<file path="src/rtl/mul_iter_unit.sv">
// Iterative radix-2^BPC shift-add integer multiplier (MUL / MULH / MULHU) with sign fix-up.
// Latency: WIDTH/BPC+2 cycles from accept to out_valid (shorter with MUL_EARLY_OUT_EN defined).
// Backpressure: result held in DONE until out_ready; in_ready only in IDLE or DONE&out_ready, never during flush.
module mul_iter_unit #(
    parameter int WIDTH = 32,
    parameter int BPC   = 2
) (
    input  logic             clk,
    input  logic             reset,
    input  logic             flush,
    input  logic             in_valid,
    output logic             in_ready,
    input  logic [2:0]       mul_op,
    input  logic [WIDTH-1:0] alu_src1,
    input  logic [WIDTH-1:0] alu_src2,
    output logic             out_valid,
    input  logic             out_ready,
    output logic [WIDTH-1:0] mul_result,
    output logic             busy
);

    localparam int N  = WIDTH / BPC;
    localparam int AW = 2 * WIDTH;
    localparam int CW = $clog2(N + 1);
    localparam int SW = $clog2(AW);

    // Elaboration-time guard against unsupported geometries.
    generate
        if ((WIDTH < 8) || (WIDTH % 2 != 0) || (WIDTH % BPC != 0) ||
            !((BPC == 1) || (BPC == 2) || (BPC == 4))) begin : g_bad_param
            $error("mul_iter_unit: unsupported WIDTH/BPC combination");
        end
    endgenerate

    typedef enum logic [1:0] {
        S_IDLE = 2'd0,
        S_CALC = 2'd1,
        S_FIX  = 2'd2,
        S_DONE = 2'd3
    } state_t;

    state_t r_state;
    state_t w_state_nxt;

    // Operation context captured at accept.
    logic [2:0]       r_op;
    logic [WIDTH-1:0] r_mcand;
    logic [WIDTH-1:0] r_mplier;
    logic             r_neg;
    logic [AW-1:0]    r_acc;
    logic [CW-1:0]    r_cnt;
    logic [WIDTH-1:0] r_result;

    logic             w_accept;
    logic             w_signed_in;
    logic [WIDTH-1:0] w_mag1;
    logic [WIDTH-1:0] w_mag2;
    logic             w_neg_in;
    logic             w_skip_calc;
    logic [BPC-1:0]   w_digit;
    logic [AW-1:0]    w_partial;
    logic [SW-1:0]    w_shamt;
    logic [AW-1:0]    w_shifted;
    logic [WIDTH-1:0] w_mplier_nxt;
    logic             w_calc_last;
    logic [AW-1:0]    w_acc_fix;
    logic [WIDTH-1:0] w_sel;

    // Operand conditioning: signedness from the op, magnitudes, result sign.
    always_comb begin
        w_signed_in = mul_op[0] | mul_op[1];
        w_mag1      = (w_signed_in && alu_src1[WIDTH-1]) ? -alu_src1 : alu_src1;
        w_mag2      = (w_signed_in && alu_src2[WIDTH-1]) ? -alu_src2 : alu_src2;
        w_neg_in    = w_signed_in & (alu_src1[WIDTH-1] ^ alu_src2[WIDTH-1]);
`ifdef MUL_EARLY_OUT_EN
        // A zero multiplier contributes nothing: go straight to sign fix-up.
        w_skip_calc = (w_mag2 == '0);
`else
        w_skip_calc = 1'b0;
`endif
    end

    // One CALC step: partial product of the low multiplier digit, aligned by digit position.
    always_comb begin
        w_digit      = r_mplier[BPC-1:0];
        w_partial    = {{WIDTH{1'b0}}, r_mcand} * {{(AW-BPC){1'b0}}, w_digit};
        w_shamt      = SW'(r_cnt) * SW'(BPC);
        w_shifted    = w_partial << w_shamt;
        w_mplier_nxt = r_mplier >> BPC;
`ifdef MUL_EARLY_OUT_EN
        // Stop once no multiplier bits remain; the skipped digits are all zero.
        w_calc_last  = (r_cnt == CW'(N - 1)) || (w_mplier_nxt == '0);
`else
        w_calc_last  = (r_cnt == CW'(N - 1));
`endif
    end

    // Sign fix-up and result select computed from the final magnitude product.
    always_comb begin
        w_acc_fix = r_neg ? -r_acc : r_acc;
        case (r_op)
            3'b001:  w_sel = w_acc_fix[WIDTH-1:0];
            3'b010:  w_sel = w_acc_fix[AW-1:WIDTH];
            3'b100:  w_sel = w_acc_fix[AW-1:WIDTH];
            default: w_sel = '0;
        endcase
    end

    // State register.
    always_ff @(posedge clk) begin
        if (reset) begin
            r_state <= S_IDLE;
        end else begin
            r_state <= w_state_nxt;
        end
    end

    // Next-state and handshake outputs; flush wins over everything but reset.
    always_comb begin
        w_state_nxt = r_state;
        in_ready    = 1'b0;
        out_valid   = 1'b0;
        busy        = (r_state != S_IDLE);
        w_accept    = 1'b0;

        case (r_state)
            S_IDLE: begin
                in_ready = 1'b1;
            end
            S_DONE: begin
                out_valid = 1'b1;
                in_ready  = out_ready;
            end
            default: begin
                in_ready = 1'b0;
            end
        endcase

        if (flush) begin
            in_ready = 1'b0;
        end
        w_accept = in_valid & in_ready;

        case (r_state)
            S_IDLE: begin
                if (w_accept) begin
                    w_state_nxt = w_skip_calc ? S_FIX : S_CALC;
                end
            end
            S_CALC: begin
                if (w_calc_last) begin
                    w_state_nxt = S_FIX;
                end
            end
            S_FIX: begin
                w_state_nxt = S_DONE;
            end
            S_DONE: begin
                if (w_accept) begin
                    w_state_nxt = w_skip_calc ? S_FIX : S_CALC;
                end else if (out_ready) begin
                    w_state_nxt = S_IDLE;
                end
            end
            default: begin
                w_state_nxt = S_IDLE;
            end
        endcase

        if (flush) begin
            w_state_nxt = S_IDLE;
        end
    end

    // Datapath: capture on accept, accumulate in CALC, fix sign and register result in FIX.
    always_ff @(posedge clk) begin
        if (reset) begin
            r_op     <= '0;
            r_mcand  <= '0;
            r_mplier <= '0;
            r_neg    <= 1'b0;
            r_acc    <= '0;
            r_cnt    <= '0;
            r_result <= '0;
        end else if (flush) begin
            r_cnt    <= '0;
        end else if (w_accept) begin
            r_op     <= mul_op;
            r_mcand  <= w_mag1;
            r_mplier <= w_mag2;
            r_neg    <= w_neg_in;
            r_acc    <= '0;
            r_cnt    <= '0;
        end else if (r_state == S_CALC) begin
            r_acc    <= r_acc + w_shifted;
            r_mplier <= w_mplier_nxt;
            r_cnt    <= r_cnt + 1'b1;
        end else if (r_state == S_FIX) begin
            r_acc    <= w_acc_fix;
            r_result <= w_sel;
        end
    end

    assign mul_result = r_result;

endmodule

</file>
<file path="config.mk">
export PLATFORM = sky130hd
export DESIGN_NAME = mul_iter_unit
export DESIGN_NICKNAME = d
export VERILOG_FILES = /design/src/rtl/mul_iter_unit.sv
export SDC_FILE = /design/constraint.sdc
export NUM_CORES = 1
export LEC_CHECK = 0
export CORE_MARGIN = 8
export CORE_UTILIZATION = 50
export DETAILED_ROUTE_END_ITERATION = 12
export PLACE_DENSITY = 0.69
export SETUP_SLACK_MARGIN = 0.15
export SLEW_MARGIN = 20
export SYNTH_ARGS = -nofsm -noshare
export SYNTH_HDL_FRONTEND = slang
export SYNTH_SLANG_ARGS = --single-unit
</file>
<file path="constraint.sdc">
create_clock -name clk -period 9.16 [get_ports clk]
set_clock_uncertainty 0.15 [all_clocks]
set_input_delay 1.832 -clock clk [delete_from_list [all_inputs] [get_ports clk]]
set_output_delay 1.832 -clock clk [all_outputs]
set_load 0.05 [all_outputs]
</file>
# Word level (Yosys, flattened, before mapping)
# Index checks and enable logic that the tools add are counted.
word_totals:
  register_bits: 171
  inputBits: 72
  output_inout_bits: 35
  elab_cells: 63
classes:
  addsub: 5
  mul: 1
  eq_ne: 10
  shifts: 1
  mux: 17
  bitwise_logic: 7
  reduce_logical: 14
op_table:
  columns: ["operator", "n"]
  rows:
  - ["two-way mux 64 bit", 4]
  - ["two-way mux 32 bit", 4]
  - ["adder 64 bit", 1]
  - ["negation 32 bit", 2]
  - ["negation 64 bit", 1]
  - ["one-hot mux 32 bit (2 select lines)", 1]
  - ["<< shifter 34 x 6 -> 64 bit", 1]
  - ["multiplier 32 x 2 -> 34 bit", 1]
  - ["two-way mux 2 bit", 4]
  - ["one-hot mux 2 bit (4 select lines)", 1]
  - ["AND reduction 2 bit", 3]
  - ["adder 5 x 1 -> 5 bit (second input constant)", 1]
  - ["equality test 5 x 4 -> 1 bit (second input constant)", 1]
  - ["equality test 2 bit (second input constant)", 2]
  - ["!= test 2 bit (second input constant)", 2]
  - ["AND reduction 4 bit", 1]
  - ["nonzero test 2 bit", 2]
  - ["OR reduction 2 bit", 2]
  - ["equality test 3 x 1 -> 1 bit (second input constant)", 1]
  - ["equality test 3 x 2 -> 1 bit (second input constant)", 1]
  - ["equality test 3 bit (second input constant)", 1]
  - ["!= test 3 bit (second input constant)", 1]
  - ["inverter 1 bit", 3]
  - ["AND reduction 3 bit", 1]
  - ["10 further kinds", 13]

# Depth between registers and ports, before layout
depth:
  word_depth: 6
  depth_mapped: 32
  ltp_nobuf: 29

# Worst setup path before layout
# No wires, ideal clock.
synth_timing:
  kind: "reg-to-reg"
  from: "reg r_mplier[0]"
  to: "reg r_acc[62]"
  setup_time_ps: 125
  t_arrival_ps: 6232
  required_time_ps: 8885
  slack_ps: 2653
  stages_incl_launch_ff: 31
  n_path_buf: 2
  synth_period_minus_slack_ps: 6507
  cell_sequence: "dfxtp_1 > clkbuf_1 > clkbuf_1 > and2_1 > ha_1 > inv_1 > fa_1 > nor2b_1 > o31a_1 > o31ai_1 > a21oi_1 > o21ai_1 > xnor2_1 > mux4_2 > mux2_2 > nor2_1 > a31oi_1 > nor2_1 > ha_1 > and4_1 > and3_1 > nor3b_1 > a311oi_1 > a2111oi_0 > o21ai_0 > a41oi_1 > o31ai_1 > o31ai_1 > a31oi_1 > xor2_1 > o21ai_0"
synth_via:
  elab_chain_cells: 5
synth_lines:
  columns: ["item", "line_no", "rtl"]
  rows:
  - ["start, declared", "48", "logic [WIDTH-1:0] r_mplier;"]
  - ["start signal, assigned", "190", "r_mplier <= w_mag2;"]
  - ["start signal, assigned", "196", "r_mplier <= w_mplier_nxt;"]
  - ["multiplier 32 x 2 -> 34 bit", "86", "w_partial = {{WIDTH{1'b0}}, r_mcand} * {{(AW-BPC){1'b0}}, w_digit};"]
  - ["<< shifter 34 x 6 -> 64 bit", "88", "w_shifted = w_partial << w_shamt;"]
  - ["adder 64 bit", "195", "r_acc <= r_acc + w_shifted;"]
  - ["two-way mux 64 bit", "194", "end else if (r_state == S_CALC) begin"]
  - ["two-way mux 64 bit", "187", "end else if (w_accept) begin"]
  - ["end signal, assigned", "195", null]
  - ["end signal, assigned", "199", "r_acc <= w_acc_fix;"]
  - ["end, declared", "50", "logic [AW-1:0] r_acc;"]
# No other way between the ends.
# A chain may end at the register's enable or synchronous reset.

# Final worst setup path
# Same ends and word-level chain as after synthesis.

==> flow_metrics.env <==
export IMPL_run_status="completed"
export IMPL_pin_count=107
export IMPL_pwr_share_clk_pct=34.8
export IMPL_drt_iter0_drc=1850
export IMPL_p_int_mw=1.44
export IMPL_syn2layout_area_growth_pct=10.3
export IMPL_syn_avg_cell_area_um2=7.06
export IMPL_slowest_delay_ps=640
export IMPL_nNetsFinal=2703
export IMPL_wl_per_cell_um=23.1
export IMPL_setup_viol=0
export IMPL_syn_nets=2718
export IMPL_ir_drop_mv=0.126
export IMPL_ys_types=81
export IMPL_ant_nets=0
export IMPL_period_needed_ps=7970
export IMPL_sequentialPowerShare_pct=37.2
export IMPL_dp_hpwl_mm=53.8
export IMPL_swShare_pct=35.6
export IMPL_clk_path_buf_depth=2
export IMPL_grt_pass1_vias=18200
export IMPL_numCtsBuffers=17
export IMPL_postSynthRegisterBits=171
export IMPL_worst_pin_slew_ps=1130
export IMPL_hold_viol_final=0
export IMPL_ctsHoldBuffers=0
export IMPL_htreeDepth=4
export IMPL_finalCritPeriodShare_pct=87.0
export IMPL_wirelength_mm=69.2
export IMPL_first_pass_iters=7
export IMPL_maxCapViolations=0
export IMPL_synth_cells=2540
export IMPL_power_share_combinational_pct=27.9
export IMPL_setup_worst_path_start_class="flip-flop"
export IMPL_yosys_warnings=0
export IMPL_drive_gt1_share_pct=4.73
export IMPL_dieArea_mm2=0.0422
export IMPL_slew_headroom_pct=24.7
export IMPL_rsz0062_at_grt="false"
export IMPL_cts_root_buffer="clkbuf_16"
export IMPL_num_vias=19700
export IMPL_clock_latency_ps=450
export IMPL_setup_tns_ps=0
export IMPL_grt_first_pass_wirelength_mm=105
export IMPL_cp_max_fo=19
export IMPL_setup_ws_ps=1190
export IMPL_antenna_found_initial=1
export IMPL_overflow=0
export IMPL_ys_seq_area_share_pct=19.1
export IMPL_synth_edf_count=0
export IMPL_cts_resized=0
export IMPL_drc=0
export IMPL_final_common_cell="nor2_1"
export IMPL_hp_class="reg2reg"
export IMPL_track_usage_pct=31.7
export IMPL_vias_per_cell=6.56
export IMPL_port_buffers=106
export IMPL_syn_area_mm2=0.0179
export IMPL_cpMostUsedCell="o31ai_1"
export IMPL_cts_sinks=171
export IMPL_grt_max_degree=81
export IMPL_diodes=0
export IMPL_layout_common_cells="nor2_1, nand2_1, a21oi_1, o21ai_0, dfxtp_1"
export IMPL_synth_flop_cell="dfxtp_1"
export IMPL_pre_cts_ws_ps=1270
export IMPL_final_max_slew_violation_count=0
export IMPL_critPathSlowestCell="a2111oi_0"
export IMPL_critPathRequiredTime_ps=9360
export IMPL_die_height_um=205
export IMPL_die_x_um=205
export IMPL_core_mm2=0.0354
export IMPL_p_per_area_mw_per_mm2=113
export IMPL_place_gp_congestion=1.04
export IMPL_p_leak_nw=8.03
export IMPL_rows=69
export IMPL_path_clk_slew_ps=70
export IMPL_crit_type="reg2reg"
export IMPL_cts_tree="built"
export IMPL_max_freq_mhz=126
export IMPL_critPathCaptureType="flip-flop"
export IMPL_start_util_pct=50.6
export IMPL_postCtsSetupBuffers=0
export IMPL_arrival_ps=8170
export IMPL_p_sw_uw=793
export IMPL_synthArstFlopShare_pct=0
[metal layers]
layer	GRT usage, %	routed length, um	vias to the layer above
li1	-	-	9275
met1	39.0	27800	9206
met2	50.5	30900	972
met3	5.13	5230	209
met4	21.5	5300	2
met5	0	13	-
[synthesized netlist by cell type (all sizes together) (14+ instances only)]
cell type	number	area (um^2)
o21bai	20	150
o31ai	35	268
a221oi	14	129
or4	17	139
nor3	72	360
nor4	16	130
a22oi	37	278
a211oi	51	383
buf	22	83.8
nor2b	16	100
o41ai	14	130
dfxtp	171	3420
and2	75	469
and3	23	144
ha	104	1300
a31oi	31	194
or3	27	169
o21ai	181	906
a21oi	184	928
nand4	18	113
inv	56	210
o22ai	22	138
nand3	47	235
a311oi	42	368
xor2	95	832
nand2b	17	106
nor2	310	1160
o211ai	20	150
a21o	74	556
mux2i	26	260
nand2	285	1070
xnor2	99	867
clkbuf	145	544
o221ai	25	219
o21a	16	120
[through the flow]
stage,util (%),power (mW),instances,cell area (um^2),hold WS [ps]
2_1_floorplan,-,1.24,2540,17900,286
3_5_place_dp,54.1,1.46,2967,19200,311
6_report,55.8,2.23,2999,19800,318
5_1_grt,55.8,2.32,2999,19800,344
4_1_cts,55.8,2.23,2999,19800,319
3_3_place_gp,54.1,1.45,2967,19200,302
[kinds of logic (layout without fill, tap and decap cells)]
logic type                 after synthesis  after routing  share of synthesized area [%]
and+or+nand+nor                        955            955                           24.8
AOI/OAI and AO/OA                      846            846                           31.6
buffers and inverters                  224            222                           4.70
xor gates and xnor gates               194            194                           9.48
DFF                                    171            171                           19.1
adders and majority gates              106            106                           7.48
muxes                                   44             44                           2.90
[critical path: cells and delay by family (launching register included)]
family | cells | cell delay, ps
AO/OA/AOI/OAI | 13 | 3770
multiplexers | 2 | 850
flip-flops | 1 | 590
XOR/XNOR | 2 | 370
adder cells (fa/ha/maj) | 3 | 780
buffers and inverters | 1 | 60
AND/OR/NAND/NOR | 7 | 1320
[registers in the layout, summed over array words and instances, names as in the netlist]
| signal | cells |
|---|---|
| mul_result | 32 |
| r_acc | 64 |
| r_cnt | 5 |
| r_mcand | 32 |
| r_mplier | 32 |
| r_neg | 1 |
| r_op | 3 |
| r_state | 2 |
[worst paths after layout]
check                                          startpoint                   endpoint  slack, ps  cells after the start
worst min register to register  r_mplier[30]$_SDFFE_PP0P_  r_mplier[30]$_SDFFE_PP0P_        320                      2
worst max register to register   r_mplier[0]$_SDFFE_PP0P_     r_acc[62]$_SDFFE_PP0P_       1190                     28
worst min-delay path            r_mplier[30]$_SDFFE_PP0P_  r_mplier[30]$_SDFFE_PP0P_        320                      2
worst max-delay path             r_mplier[0]$_SDFFE_PP0P_     r_acc[62]$_SDFFE_PP0P_       1190                     28
[area by class of cell]
type,instances,area [um^2]
clock inverter,14,180
sequential,171,3420
timing repair buffer,133,1260
tap,461,577
multi-input combinational,2145,13700
fill,3491,15600
clock buffer,18,429
inverter,57,214
[power groups by stage]
stage | sequential, mW | clock, mW | combinational [mW]
final | 0.830 | 0.777 | 0.623
after global routing | 0.835 | 0.816 | 0.668
after CTS | 0.829 | 0.784 | 0.613
after detailed placement | 0.846 | 0 | 0.610
after global placement | 0.845 | 0 | 0.605
after floorplan | 0.877 | 0 | 0.361
(Power assumes the default switching activity.)
